===== src/rtl/spi_flash_read_seq.sv =====
// Read-command sequencer around the spiv2 SPI master: pushes opcode/address/dummy words
// into the TX FIFO and drains the RX FIFO, delivering only flash data bytes. Option: SPI_FAST_READ_EN.
module spi_flash_read_seq #(
    parameter logic [7:0] CMD_READ = 8'h03,
    parameter int         LEN_W    = 16
) (
    input  logic             clk,
    input  logic             rst,
    input  logic             start,
    input  logic [23:0]      addr,
    input  logic [LEN_W-1:0] len,
    output logic             busy,
    output logic             done,
    output logic [7:0]       data_out,
    output logic             data_valid,
    input  logic             data_ready,
    output logic [8:0]       tx_fifo_din,
    output logic             tx_fifo_wr,
    input  logic             tx_fifo_full,
    input  logic [7:0]       rx_fifo_dout,
    output logic             rx_fifo_rd,
    input  logic             rx_fifo_empty
);

`ifdef SPI_FAST_READ_EN
    localparam logic [7:0] OPCODE = 8'h0B;
    localparam int         HDR    = 5;
`else
    localparam logic [7:0] OPCODE = CMD_READ;
    localparam int         HDR    = 4;
`endif

    localparam logic [LEN_W:0] HDR_LEN = (LEN_W+1)'(HDR);
    localparam logic [LEN_W:0] CNT_ONE = (LEN_W+1)'(1);

    typedef enum logic [1:0] {IDLE, RUN, DONE} state_t;

    state_t           state, state_nxt;
    logic [23:0]      addr_q;
    logic [LEN_W:0]   frame_len;
    logic [LEN_W:0]   tx_cnt;
    logic [LEN_W:0]   rx_cnt;
    logic             tx_push;
    logic             tx_last;
    logic [7:0]       tx_byte;
    logic             rx_in_hdr;
    logic             rx_avail;
    logic             accept;

    // Counters are one bit wider than len so header plus max length never wraps.
    always_ff @(posedge clk or negedge rst) begin
        if (!rst) begin
            state     <= IDLE;
            addr_q    <= '0;
            frame_len <= '0;
            tx_cnt    <= '0;
            rx_cnt    <= '0;
        end else begin
            state <= state_nxt;
            if (accept) begin
                addr_q    <= addr;
                frame_len <= HDR_LEN + {1'b0, len};
                tx_cnt    <= '0;
                rx_cnt    <= '0;
            end else if (state == RUN) begin
                if (tx_push)
                    tx_cnt <= tx_cnt + CNT_ONE;
                if (rx_fifo_rd)
                    rx_cnt <= rx_cnt + CNT_ONE;
            end
        end
    end

    // Header bytes occupy TX slots 0..3; anything beyond is a zero dummy/clock byte.
    always_comb begin
        tx_byte = 8'h00;
        if (tx_cnt[LEN_W:2] == '0) begin
            unique case (tx_cnt[1:0])
                2'd0: tx_byte = OPCODE;
                2'd1: tx_byte = addr_q[23:16];
                2'd2: tx_byte = addr_q[15:8];
                2'd3: tx_byte = addr_q[7:0];
            endcase
        end
    end

    always_comb begin
        state_nxt   = state;
        accept      = 1'b0;
        tx_push     = 1'b0;
        tx_last     = 1'b0;
        rx_in_hdr   = 1'b0;
        rx_avail    = 1'b0;
        tx_fifo_wr  = 1'b0;
        tx_fifo_din = 9'h000;
        data_valid  = 1'b0;
        data_out    = 8'h00;
        rx_fifo_rd  = 1'b0;
        busy        = 1'b0;
        done        = 1'b0;
        unique case (state)
            IDLE: begin
                if (start) begin
                    if (len != '0) begin
                        accept    = 1'b1;
                        state_nxt = RUN;
                    end else begin
                        state_nxt = DONE;
                    end
                end
            end
            RUN: begin
                busy        = 1'b1;
                tx_push     = (tx_cnt < frame_len) && !tx_fifo_full;
                tx_last     = (tx_cnt == frame_len - CNT_ONE);
                tx_fifo_wr  = tx_push;
                tx_fifo_din = tx_push ? {tx_last, tx_byte} : 9'h000;
                rx_in_hdr   = (rx_cnt < HDR_LEN);
                rx_avail    = (rx_cnt < frame_len) && !rx_fifo_empty;
                data_valid  = rx_avail && !rx_in_hdr;
                data_out    = data_valid ? rx_fifo_dout : 8'h00;
                rx_fifo_rd  = rx_avail && (rx_in_hdr || data_ready);
                if (rx_fifo_rd && (rx_cnt == frame_len - CNT_ONE))
                    state_nxt = DONE;
            end
            DONE: begin
                done      = 1'b1;
                state_nxt = IDLE;
            end
            default: state_nxt = IDLE;
        endcase
    end

endmodule


===== config.mk =====
export PLATFORM = sky130hd
export DESIGN_NAME = spi_flash_read_seq
export DESIGN_NICKNAME = d
export VERILOG_FILES = /design/src/rtl/spi_flash_read_seq.sv
export SDC_FILE = /design/constraint.sdc
export NUM_CORES = 1
export LEC_CHECK = 0
export BUFFER_PORTS_ARGS = -buffer_cell sky130_fd_sc_hd__buf_2
export CAP_MARGIN = 20
export CORE_MARGIN = 2
export CORE_UTILIZATION = 63
export CTS_CLUSTER_DIAMETER = 30
export DETAILED_ROUTE_END_ITERATION = 10
export PLACE_DENSITY = 0.9
export SYNTH_ARGS = -nofsm -noshare
export SYNTH_HDL_FRONTEND = slang
export SYNTH_SLANG_ARGS = --single-unit

===== constraint.sdc =====
create_clock -name clk -period 8.42 [get_ports clk]
set_input_delay 1.263 -clock clk [delete_from_list [all_inputs] [get_ports clk]]
set_output_delay 1.263 -clock clk [all_outputs]
set_load 0.02 [all_outputs]

Yosys cells after proc, flatten, opt, wreduce, memory -nomap -nowiden --
Index checks and enable logic that the tools add are counted.
Storage, ports and cells: register bits after elaboration 77, word-level logic and storage cells 64
Cells by class: $add $sub $neg 4, $lt $le $gt $ge 3, equality and inequality tests 9, multiplexer cells 24, reductions and logical operators 19
Operators by type and width (number):
- $mux W17 | 6
- $add A17 B1 Y17 const B | 2
- $eq A17 B17 Y1 | 2
- $lt A17 B17 Y1 | 2
- $pmux W8 S4 | 1
- $mux W8 | 3
- $mux W9 | 2
- $add A3 B16 Y17 const A | 1
- $lt A17 B3 Y1 const B | 1
- $sub A17 B1 Y17 const B | 1
- $reduce_bool A16 Y1 | 1
- $logic_not A15 Y1 | 1
- $mux W1 | 8
- $eq A2 B2 Y1 const B | 3
- $mux W2 | 3
- $reduce_and A2 Y1 | 3
- $reduce_bool A2 Y1 | 3
- $logic_and A1 B1 Y1 | 5
- $eq A2 B1 Y1 const B | 2
- $logic_not A2 Y1 | 2
- $pmux W2 S2 | 1
- $logic_not A1 Y1 | 3
- $ne A2 B1 Y1 const B | 1
- $ne A2 B2 Y1 const B | 1
- $logic_or A1 B1 Y1 | 1

Depth between registers and ports, before layout --
word-level depth 7, depth in mapped cells 12, gate-level depth less buffers 11

Least setup slack after synthesis --
Ideal clock, no wire load.
path type register to output, from register frame_len[14], to output port tx_fifo_din[2], arrival time 2.872 ns, required time 7.157 ns, setup slack 4.285 ns, cell stages (with the launch flop) 11, cells stage by stage dfrtp_1 -> bufbuf_16 -> inv_1 -> ha_1 -> a21o_1 -> a21o_1 -> a2111oi_0 -> nand2_1 -> inv_1 -> nand3b_1 -> nor2_1
On the way: longest elaborated chain between the ends 4
RTL lines:
- start, declared | line 40 | logic [LEN_W:0] frame_len;
- start signal, assigned | line 62 | frame_len <= HDR_LEN + {1'b0, len};
- $lt A17 B17 Y1 | line 114 | tx_push = (tx_cnt < frame_len) && !tx_fifo_full;
- $logic_and A1 B1 Y1 | line 114
- $mux W9 | line 117 | tx_fifo_din = tx_push ? {tx_last, tx_byte} : 9'h000;
- $mux W9 | line 101 | unique case (state)
- end, declared | line 17 | output logic [8:0] tx_fifo_din,
No other way between the ends.

Worst setup path after layout --
from register frame_len[12], to output port data_out[3]
On the way: longest elaborated chain between the ends 5
RTL lines:
- $lt A17 B17 Y1 | line 119 | rx_avail = (rx_cnt < frame_len) && !rx_fifo_empty;
- $logic_and A1 B1 Y1 | line 119
- $logic_and A1 B1 Y1 | line 120 | data_valid = rx_avail && !rx_in_hdr;
- $mux W8 | line 121 | data_out = data_valid ? rx_fifo_dout : 8'h00;
- $mux W8 | line 101
- end, declared | line 14 | output logic [7:0] data_out,
No other way between the ends.

==> results.json <==
{
  "outcome": "finished clean",
  "fillCellCount": 664,
  "wl_um": 15000,
  "clk_latency_ps": 370,
  "drt_iter0_drc": 394,
  "ir_drop_uv": 182,
  "arrival_ps": 3760,
  "cts_setup_buffers": 0,
  "grt_util_all_layers_pct": 31.6,
  "grt_use_met1_pct": 39.8,
  "synth_area_sq_um": 5670,
  "die_area_sq_um": 9780,
  "drcViolationCount": 0,
  "p_per_area_nw_per_um2": 287,
  "synthTopCellsByCount": "nand2_1, dfrtp_1, nor2_1",
  "multi_input_area_sq_um": 3410,
  "hp-class": "register to register",
  "yosysSeqAreaShare_pct": 34.0,
  "critPathMaxFanout": 9,
  "place_congestion": 0.946,
  "cts_hold_buf": 0,
  "crit_path_max_incr_delay_ps": 730,
  "tns_ps": 0,
  "p_int_uw": 980,
  "num_rows": 34,
  "r2r_slack_ps": 4840,
  "htree_levels": 3,
  "grt_util_met2_pct": 52.3,
  "max_freq_ghz": 0.199,
  "critical_path.top_delay_family": "simple AND/OR/NAND/NOR gates",
  "design_area_sq_um": 6230,
  "clock_sinks": 77,
  "final.setup_skew_ps": 11.5,
  "synth_cells": 680,
  "clkPwrFrac_pct": 18.4,
  "swShare_pct": 45.1,
  "antenna_found_initial": 0,
  "cp_slowest_cell": "nor4bb_1",
  "synth_top_area_share_pct": 34.0,
  "place_inst": 830,
  "grt_max_degree": 78,
  "synth_fp_nets": 776,
  "ioPinCount": 76,
  "synth_edf_count": 0,
  "cp.required_ps": 7160,
  "path_buf_inv": 2,
  "hold_viol": 0,
  "p_seq_share_pct": 35.3,
  "p_sw_uw": 806,
  "crit_path_cell_trace": "inv_1 -> ha_1 -> nand4_1 -> a21oi_1 -> a2111oi_0 -> a21boi_0 -> o21ai_0 -> nor4bb_1 -> and2_1 -> buf_2",
  "comb_power_share_pct": 46.3,
  "grt_overflow": 0,
  "rsz0062_at_grt": "false",
  "dpl-instance-area_sq_um": 5990,
  "end_kind": "output port",
  "chipWidth_um": 98.9,
  "grt_pass1_wl_um": 24800,
  "dr_total_vias": 5337,
  "initial_core_util_pct": 65.0,
  "wire_per_inst_um": 17.7,
  "antenna_left": 0,
  "clk_path_buf_depth": 2,
  "drv_slew": 0,
  "diodes": 0,
  "synth.distinct_cells": 63,
  "post-route-util_pct": 71.4,
  "synth.avg_cell_area_sq_um": 8.34,
  "critPathKind": "register to output port",
  "r2r-start": "frame_len[12]$_DFFE_PN0P_",
  "fin_crit_sh_pct": 59.7,
  "grt_use_met3_pct": 6.67,
  "critPathLaunchType": "register",
  "drt_pre_antenna_iters": 6,
  "nets": 830,
  "clock-root-buffer": "clkbuf_8",
  "synth_ff_type": "dfrtp_1",
  "setup_violations": 0,
  "cts_tree": "built",
  "io_buffers": 75,
  "yosysWarnings": 0,
  "synth_area_leaders": "dfrtp_1, ha_1, nand2_1",
  "total_power_mw": 1.79,
  "fin_crit_ps": 5020,
  "worstHoldStart": "addr_q[23]$_DFFE_PN0P_",
  "clk_pin_slew_ps": 90,
  "slew_headroom_pct": 35.5,
  "worst_slew_pin_slew_ps": 968,
  "dp_hpwl_um": 11000,
  "yosys.area.top_type": "dfrtp_1",
  "grt_pass1_vias": 5217,
  "register_area_sq_um": 1930,
  "busiest_layer": "met2",
  "core_area_sq_um": 8720,
  "drive_gt1_share_pct": 14.6,
  "leakage_nw": 2.97,
  "fin_cells": 847,
  "synthToLayoutAreaGrowth_pct": 9.79,
  "numCtsBuffers": 9,
  "yosys_register_bits": 77,
  "startpoint": "frame_len[12]$_DFFE_PN0P_",
  "yosysMostFrequentCell": "nand2_1",
  "async_flop_share_pct": 100,
  "via_per_inst": 6.30,
  "drv_cap": 0,
  "cts-resized-gates": 0,
  "die_y_um": 98.9
}
==> final cells by class <==
cell class                      instances  share of cell area (%)
Multi-Input combinational cell        536                    54.8
Sequential cell                        77                    30.9
Timing Repair Buffer                   79                    6.59
Tap cell                              108                    2.17
Clock buffer                            9                    1.99
Inverter                               31                    1.87
Clock inverter                          7                    1.69
==> placed cells by master (no fill, tap or decap), drive strengths merged, types with 14 or more instances in the layout <==
cell,Yosys,final
nand2,120,120
buf,7,78
dfrtp,77,77
nor2,45,45
xnor2,44,44
o21ai,44,44
ha,42,42
inv,31,35
a21oi,33,33
nand3,30,30
xor2,26,26
nor3,18,18
or3,16,16
nor4,14,14
==> power groups by stage <==
stage	logic (mW)	registers [mW]	clock network [mW]
2_1_floorplan	0.696	0.550	0
3_3_place_gp	0.773	0.624	0
3_5_place_dp	0.802	0.631	0
4_1_cts	0.816	0.626	0.332
5_1_grt	0.921	0.643	0.350
6_report	0.827	0.630	0.329
==> cells by family after synthesis <==
logic type / after synthesis / synth area share [%]
AOI/OAI and AO/OA: 119 / 12.9
adders and majority gates: 42 / 9.27
xor gates and xnor gates: 70 / 10.8
muxes: 2 / 0.353
buffers and inverters: 67 / 5.93
DFF: 77 / 34.0
and+or+nand+nor: 303 / 26.7
==> worst register-to-register path, stage by stage, from the launching register on <==
cell       delay [ps]
dfrtp_1           530
inv_1             180
ha_1              360
nand4_1           140
a21oi_1            70
a2111oi_0         620
a21oi_1           340
nor4_2            690
nand3_1           210
xor2_1            230
nor2_1             70
==> per-layer routing <==
metal | up-vias | wire length (um) | share of wire, %
li1 | 2481 | - | -
met1 | 2521 | 5850 | 39
met2 | 271 | 7360 | 49
met3 | 64 | 1180 | 7.9
met4 | 0 | 582 | 3.9
met5 | - | 0 | 0
==> per-stage QoR <==
step,hold slack (ps),worst slack [ps]
after floorplan,437,4290
after global placement,455,3840
after detailed placement,462,3590
after CTS,485,3200
after global routing,500,3180
final,486,3400
==> worst paths after layout <==
kind,endpoint,cells past startpoint
max reg2reg,rx_cnt[14]$_DFFE_PN0P_,10
max,data_out[3],10
max in group asynchronous,rx_cnt[9]$_DFFE_PN0P_,2
min in group asynchronous,addr_q[13]$_DFFE_PN0P_,2
min,addr_q[23]$_DFFE_PN0P_,2
min reg2reg,addr_q[23]$_DFFE_PN0P_,2
==> state kept, by name, indices dropped and copies added, names as in the netlist <==
| register | flops |
|---|---|
| state | 2 |
| frame_len | 17 |
| addr_q | 24 |
| rx_cnt | 17 |
| tx_cnt | 17 |
No activity file was read; power rests on OpenSTA's default activity.
